**config.mk**
```make
export PLATFORM = sky130hd
export DESIGN_NAME = bin_div_sub_shift
export DESIGN_NICKNAME = d
export VERILOG_FILES = /design/src/rtl/bin_div_sub_shift.sv
export SDC_FILE = /design/constraint.sdc
export NUM_CORES = 1
export LEC_CHECK = 0
export CORE_MARGIN = 2
export CORE_UTILIZATION = 45
export DETAILED_ROUTE_END_ITERATION = 16
export GPL_ROUTABILITY_DRIVEN = 0
export PLACE_DENSITY = 0.79
export RECOVER_POWER = 50
export SLEW_MARGIN = 20
export SYNTH_ARGS = -nofsm -noshare
export SYNTH_HDL_FRONTEND = slang
export SYNTH_SLANG_ARGS = --single-unit
export TNS_END_PERCENT = 10
```
**constraint.sdc**
```tcl
create_clock -name clk -period 3.8 [get_ports clk]
set_input_delay 0.76 -clock clk [delete_from_list [all_inputs] [get_ports clk]]
set_output_delay 0.76 -clock clk [all_outputs]
set_load 0.01 [all_outputs]
```
**src/rtl/bin_div_sub_shift.sv**
```systemverilog
// Sequential restoring divider: 2W-bit dividend / W-bit divisor, one
// subtract-shift step per clock, start/rdy handshake shared with the multiplier.
module bin_div_sub_shift #(
    parameter int DP_WIDTH = 8,
    parameter int BC_SIZE  = $clog2(DP_WIDTH) + 1
) (
    input  logic                    clk,
    input  logic                    rst,
    input  logic                    start,
    input  logic [2*DP_WIDTH-1:0]   dividend,
    input  logic [DP_WIDTH-1:0]     divisor,
    output logic [DP_WIDTH-1:0]     quotient,
    output logic [DP_WIDTH-1:0]     remainder,
    output logic                    rdy,
    output logic                    div_zero,
    output logic                    ovf
);

    localparam int W = DP_WIDTH;

    typedef enum logic [1:0] {
        S_idle      = 2'd0,
        S_check     = 2'd1,
        S_sub_shift = 2'd2
    } state_t;

    state_t          state_q, state_d;
    logic [W-1:0]    a_q, a_d;
    logic [W-1:0]    q_q, q_d;
    logic [W-1:0]    b_q, b_d;
    logic [BC_SIZE-1:0] p_q, p_d;
    logic            div_zero_q, div_zero_d;
    logic            ovf_q, ovf_d;

    // E only ever holds the bit shifted out of A within a step; any step that
    // shifts out a 1 also subtracts and clears it, so it never needs to be stored.
    logic            e_sh;
    logic [W-1:0]    a_sh;
    logic [W:0]      rem_ext;
    logic            sub_ok;

    // Shifted partial remainder and W+1-bit trial compare against the divisor
    always_comb begin
        e_sh    = a_q[W-1];
        a_sh    = {a_q[W-2:0], q_q[W-1]};
        rem_ext = {e_sh, a_sh};
        sub_ok  = (rem_ext >= {1'b0, b_q});
    end

    // Controller next-state and datapath next values
    always_comb begin
        state_d    = state_q;
        a_d        = a_q;
        q_d        = q_q;
        b_d        = b_q;
        p_d        = p_q;
        div_zero_d = div_zero_q;
        ovf_d      = ovf_q;
        case (state_q)
            S_idle: begin
                if (start) begin
                    a_d        = dividend[2*W-1:W];
                    q_d        = dividend[W-1:0];
                    b_d        = divisor;
                    p_d        = BC_SIZE'(W);
                    div_zero_d = 1'b0;
                    ovf_d      = 1'b0;
                    state_d    = S_check;
                end
            end
            S_check: begin
                if (b_q == '0) begin
                    div_zero_d = 1'b1;
                    state_d    = S_idle;
                end else if (a_q >= b_q) begin
                    ovf_d   = 1'b1;
                    state_d = S_idle;
                end else begin
                    state_d = S_sub_shift;
                end
            end
            S_sub_shift: begin
                a_d = sub_ok ? W'(rem_ext - {1'b0, b_q}) : a_sh;
                q_d = {q_q[W-2:0], sub_ok};
                p_d = p_q - BC_SIZE'(1);
                if (p_q == BC_SIZE'(1)) begin
                    state_d = S_idle;
                end
            end
            default: state_d = S_idle;
        endcase
    end

    // State and datapath registers, cleared asynchronously on reset
    always_ff @(posedge clk or posedge rst) begin
        if (rst) begin
            state_q    <= S_idle;
            a_q        <= '0;
            q_q        <= '0;
            b_q        <= '0;
            p_q        <= BC_SIZE'(W);
            div_zero_q <= 1'b0;
            ovf_q      <= 1'b0;
        end else begin
            state_q    <= state_d;
            a_q        <= a_d;
            q_q        <= q_d;
            b_q        <= b_d;
            p_q        <= p_d;
            div_zero_q <= div_zero_d;
            ovf_q      <= ovf_d;
        end
    end

    assign quotient  = q_q;
    assign remainder = a_q;
    assign rdy       = (state_q == S_idle);
    assign div_zero  = div_zero_q;
    assign ovf       = ovf_q;

endmodule

```
==> out/qor.txt, run 1 <==
Outcome = finished, violations left
Failing checks = max-capacitance violations, max-slew violations
Commonest cells in the netlist = 44 x nand2_1, 31 x dfrtp_1, 18 x ha_1
Filler instances = 373
Syn nets = 273
Area growth syn-to-layout = 28.0%
Detailed Place HPWL = 3.70 mm
Fraction of layout cells with a size suffix above 1 = 6.20%
Grt peak-use layer = met2
Port bufs = 45
Starting density of the core = 46.6%
Nets = 319
Clock Tree Buf Depth = 2
CP endpoint kind = register
Mapped Area = 2030 µm²
Synthesized area per cell = 8.95 µm²
Antenna violations before repair = 0
Post-synth cell types = 47
Critical path, cell by cell = dlygate4sd3_1 > nand2_1 > inv_1 > nor2_1 > a221o_1
First drt pass iteration count = 4
Area contributors post-synth = dfrtp_1 38%, ha_1 11%, nand2_1 8.1%, o21ai_0 3.9%, mux2i_1 3.5%
Post-synthesis cell count = 227
Number of enable flip-flop cells after synthesis = 0
Count leader, synth = nand2_1
Area leader, netlist = dfrtp_1
DIE WIDTH = 71.2 µm
Vias = 1829
Total number of yosys warnings = 0
Die Span Y = 71.2 µm
Row count = 24
# Post-CTS Setup Buffers = 0
DRC = 0
CTS tree = done
Critical Path RT = 3.98 ns
Largest net degree at the start of global routing = 36
Final Total Pwr = 2.57 mW
Routed wire length = 5.11 mm
Critical-path maximum fanout = 35
Final Setup Violations = 0
RSZ-0062 raised after global routing = no
I/O Pins = 46
Number of CTS-inserted buffers = 5
Initial detailed-routing violation count = 134
Number of H-tree levels = 2
Worst Tran Pin Value = 1.75 ns
Main synth FF type = dfrtp_1
Leak = 1.16 nW
Crit path DAT = 3.11 ns
Critical path type = input port to register
Relative slew margins = -16.7%
CP Launch Type = input port
Grt met2 use = 38.4%
Final hold violation count = 0
Cts hold-fix bufs = 0
WL/cell = 15.7 µm
Slew Limit Fails = 33
CTS root buffer = clkbuf_8
Final setup TNS = 0 ns
Clock Skew = 0.00396 ns
Post-DRT Antenna Nets = 0
Die footprint = 5070 µm²
Total gr overflow = 0
Ant. Diodes = 0
Clk pin slew, worst setup/hold paths = 0.07 ns
Worst-skew pair later-pin latency = 0.29 ns
Pwr per Cell Area = 990 nW/µm²
Grt met1 use = 27.3%
Core footprint = 4350 µm²
F_max = 341 MHz
Clock tree sinks = 32
Routed vias/inst = 5.61
Final period util = 77.1%
MaxCap Viol Count = 1
Top-area cell type share of the netlist area = 38.2%
Asr flop ratio synth = 100%
Total GRT Usage = 22.3%
Max IR drop VDD = 449 µV
Global-route wire length before repair = 8.71 mm
Worst min path class = register to register
GR Layer Usage met3 = 4.84%
Crit-path max cell delay = 0.85 ns
Sequential fraction of the synthesis area = 39.5%
CTS resizes = 0
Flops & latches, synth = 32
Vias in the first global route = 1870
Slowest cell on crit path = inv_1
Fin crit period = 2.93 ns
==> layout by cell type, fill, tap and decap left out, types with 2 or more instances in the layout <==
master           count
o211ai_1             2
and3_1               3
nand2b_1             4
a21oi_1             13
nand2_1             44
inv_1               15
a221oi_1             2
clkdlybuf4s50_1     40
a21o_1               3
o21ai_0             16
a22oi_1              6
nor4_1               3
dlygate4sd3_1        5
clkbuf_8             6
nor2b_1              5
mux2i_1              7
dfrtp_1             31
clkbuf_1             3
nor3_1               4
ha_1                18
nand3_1              5
a221o_1              2
a21oi_2              2
nor2_1              11
xnor2_1              2
==> flip-flops by register name, summed over array words and instances (netlist names) <==
register,count
div_zero,1
b_q,8
p_q,4
state_q,2
remainder,8
ovf,1
quotient,8
==> area by class of cell <==
| type | count | area [µm²] | share of cell area, % |
|---|---|---|---|
| Timing Repair Buffer | 47 | 458 | 17.6 |
| Tap cell | 52 | 65.1 | 2.50 |
| Sequential cell | 32 | 802 | 30.8 |
| Inverter | 15 | 56.3 | 2.17 |
| Clock inverter | 1 | 7.51 | 0.289 |
| Multi-Input combinational cell | 172 | 1120 | 43.3 |
| Clock buffer | 7 | 86.3 | 3.32 |
==> metrics by stage <==
step / utilization (%) / setup WS [ns] / area [µm²] / hold WS, ns / cells
2_1_floorplan: - / 1.92 / 2030 / 0.479 / 227
3_3_place_gp: 57.7 / 1.13 / 2510 / 0.469 / 318
3_5_place_dp: 57.7 / 1.02 / 2510 / 0.481 / 318
4_1_cts: 59.9 / 1.34 / 2610 / 0.498 / 326
5_1_grt: 59.7 / 0.713 / 2600 / 0.537 / 326
6_report: 59.7 / 0.870 / 2600 / 0.489 / 326
==> worst max-delay path, delay by kind of cell <==
kind,cells,cell delay (ns)
compound gates,1,0.37
buf+inv,2,1.37
simple gates,2,0.59
==> final timing paths <==
path,start,to,slack [ns],depth (start not counted)
min in group asynchronous,rst,quotient[3],1.52,3
setup / recovery,start,quotient[0],0.87,5
hold reg to reg,div_zero,div_zero,0.49,2
setup reg to reg,state_q[1],quotient[0],1.23,5
max in group asynchronous,rst,remainder[1],1.27,3
hold / removal,div_zero,div_zero,0.49,2
==> cells by family after synthesis <==
| family | count (synthesis) | synth area share (%) |
|---|---|---|
| mux | 7 | 3.45 |
| fa+ha+maj | 19 | 12.1 |
| compound gates | 57 | 18.8 |
| flops | 32 | 39.5 |
| simple gates | 86 | 19.8 |
| xor+xnor | 3 | 1.29 |
| buf+inv | 23 | 5.11 |
==> per-layer routing <==
layer  part of all wire (%)  vias up  wire length, µm
met4                    1.1        0               57
met5                      0        -                0
met2                     50       62             2540
met1                     44      868             2220
li1                       -      893                -
met3                    5.5        6              283
==> power breakdown <==
group	switching, mW	internal [mW]	total, mW
logic	0.874	0.749	1.62
clock network	0.137	0.147	0.284
registers	0.162	0.506	0.668
No activity file was read; power rests on OpenSTA's default activity.
==> run 2, diff against run 1 <==
==> constraint.sdc (replaced) <==
create_clock -name clk -period 2.9 [get_ports clk]
set_input_delay 0.58 -clock clk [delete_from_list [all_inputs] [get_ports clk]]
set_output_delay 0.58 -clock clk [all_outputs]
set_load 0.01 [all_outputs]
==> run 2 against run 1 <==
  * Worst setup slack got worse by 0.20 ns
  * Flip-flop and latch count unchanged
  * Non-clock buffer count increased by 2
  * Critical endpoint unchanged
  * Final cell count increased by 0.61%
  * Wire length decreased by 3.5%
  * Largest power group unchanged
  * The run still ends with max-capacitance violations, max-slew violations left
  * Clock-buffer cell count increased by 1
  * Sequential power increased by 30%
==> out/qor.txt, run 2 (same netlist as run 1, synthesis figures left out) <==
Final setup TNS = 0 ns (unchanged)
Clock tree sinks = 32 (unchanged)
Worst Tran Pin Value = 1.74 ns (-0.0142 ns)
CTS resizes = 0 (unchanged)
Hold-critical path depth = 2 (unchanged)
Relative slew margins = -15.7% (+0.95 points)
Vias in the first global route = 1815 (-2.9%)
Worst-case reg-to-reg path depth = 6 (+1)
Worst min path class = register to register
MaxCap Viol Count = 1 (unchanged)
Ant. Diodes = 0 (unchanged)
Final hold violation count = 0 (unchanged)
Max IR drop VDD = 621 µV (+38%)
WL/cell = 15.0 µm (-4.1%)
Most frequent cells in the layout = 44 x nand2_1, 44 x clkdlybuf4s50_1, 31 x dfrtp_1, 18 x ha_1, 16 x o21ai_0
CP endpoint kind = register
Starting density of the core = 46.6% (unchanged)
Post-DRT Antenna Nets = 0 (unchanged)
Routed wire length = 4.93 mm (-3.5%)
Total GRT Usage = 20.7% (-1.6 points)
Vias = 1802 (-1.5%)
Routed vias/inst = 5.49 (-2.1%)
RSZ-0062 raised after global routing = no
Area growth syn-to-layout = 28.6%
Crit path DAT = 2.39 ns (-0.72 ns)
Critical path type = register to register
Leak = 1.17 nW (+0.43%)
Row count = 24 (unchanged)
Slowest cell on crit path = a21oi_2
Crit-path max cell delay = 0.51 ns (-0.34 ns)
Port bufs = 45 (unchanged)
Largest net degree at the start of global routing = 33 (-8.3%)
Cts hold-fix bufs = 0 (unchanged)
CP Launch Type = register
Outcome = finished, violations left
Die footprint = 5070 µm² (unchanged)
Clock Skew = 0.00846 ns (+0.00450 ns)
Antenna violations before repair = 0 (unchanged)
Slew Limit Fails = 33 (unchanged)
Total gr overflow = 0 (unchanged)
Die Span Y = 71.2 µm (unchanged)
Fin cells = 328 (+0.61%)
Filler instances = 360 (-3.5%)
Final period util = 77.0%
Nets = 321 (+0.63%)
Number of CTS-inserted buffers = 5 (unchanged)
DRC = 0 (unchanged)
I/O Pins = 46 (unchanged)
Critical-path maximum fanout = 13 (-63%)
CTS root buffer = clkbuf_8
Critical Path RT = 3.06 ns (-0.92 ns)
Global-route wire length before repair = 8.34 mm (-4.2%)
Critical path, cell by cell = ha_1 > a21oi_1 > o221ai_2 > a21oi_2 > nor2_1 > a221o_1
First drt pass iteration count = 5 (+1)
Worst-skew pair later-pin latency = 0.28 ns (about the same)
Clock Tree Buf Depth = 2 (unchanged)
F_max = 448 MHz
Core footprint = 4350 µm² (unchanged)
Final Setup Violations = 0 (unchanged)
Number of H-tree levels = 2 (unchanged)
Area of the multi-input gates = 1120 µm² (unchanged)
Fraction of layout cells with a size suffix above 1 = 6.52% (+0.32 points)
# Post-CTS Setup Buffers = 0 (unchanged)
Seq. cell area = 802 µm² (unchanged)
Placed Instances = 320 (+0.63%)
Fin crit period = 2.23 ns
Detailed Place HPWL = 3.66 mm (-1.2%)
Clk pin slew, worst setup/hold paths = 0.07 ns (about the same)
DIE WIDTH = 71.2 µm (unchanged)
Initial detailed-routing violation count = 97 (-28%)
Pwr per Cell Area = 1280 nW/µm² (+29%)
CTS tree = done
Failing checks = max-capacitance violations, max-slew violations
run 2: cell types whose count changed in the layout (fill, tap and decap cells not counted):
cell / before / now
clkbuf_1: 3 / 4
clkdlybuf4s50_1: 40 / 44
buf_4: 0 / 2
dlygate4sd3_1: 5 / 1
clkinvlp_4: 1 / 0
run 2: stage by stage:
stage	setup slack [ns]	util [%]	hold WS [ns]	instance area (µm²)	power, mW
floorplan	1.02	-	0.479	2030	2.35
global placement	0.776	58.1	0.481	2530	2.96
detailed placement	0.684	58.1	0.478	2530	2.99
CTS	0.679	60.1	0.494	2620	3.36
global route	0.268	60.0	0.538	2610	3.66
finish	0.667	60.0	0.484	2610	3.34
run 2: metal layers:
| layer | GRT usage [%] | up-vias | routed length (µm) |
|---|---|---|---|
| met5 | 0 | - | 0 |
| met2 | 34.9 | 51 | 2390 |
| met1 | 27.0 | 852 | 2280 |
| li1 | - | 895 | - |
| met3 | 4.42 | 4 | 234 |
| met4 | 5.45 | 0 | 31 |
run 2: area by class of cell:
| cell class | count | area share (%) |
|---|---|---|
| Clock buffer | 8 | 3.45 |
| Inverter | 15 | 2.16 |
| Multi-Input combinational cell | 172 | 43.1 |
| Sequential cell | 32 | 30.7 |
| Tap cell | 52 | 2.49 |
| Timing Repair Buffer | 49 | 18.1 |
run 2: worst paths after layout:
path / startpoint / endpoint / slack (ns)
worst max-delay path: remainder[3] / quotient[0] / 0.67
worst min-delay path: ovf / ovf / 0.48
worst max register to register: remainder[3] / quotient[0] / 0.67
worst min register to register: ovf / ovf / 0.48
max in group asynchronous: rst / quotient[4] / 0.69
min in group asynchronous: rst / b_q[6] / 1.21
run 2: critical path, delay by kind of cell (launching register included):
family | cells | cell delay (ns)
adder cells (fa/ha/maj) | 1 | 0.38
AND/OR/NAND/NOR | 1 | 0.14
flip-flops | 1 | 0.43
AO/OA/AOI/OAI | 4 | 1.15
run 2: report_power, final:
part | total, mW | leakage [nW] | switching [mW] | internal [mW]
combinational | 2.12 | 0.731 | 1.13 | 0.991
clock | 0.351 | 0.0455 | 0.157 | 0.193
sequential | 0.868 | 0.391 | 0.205 | 0.663
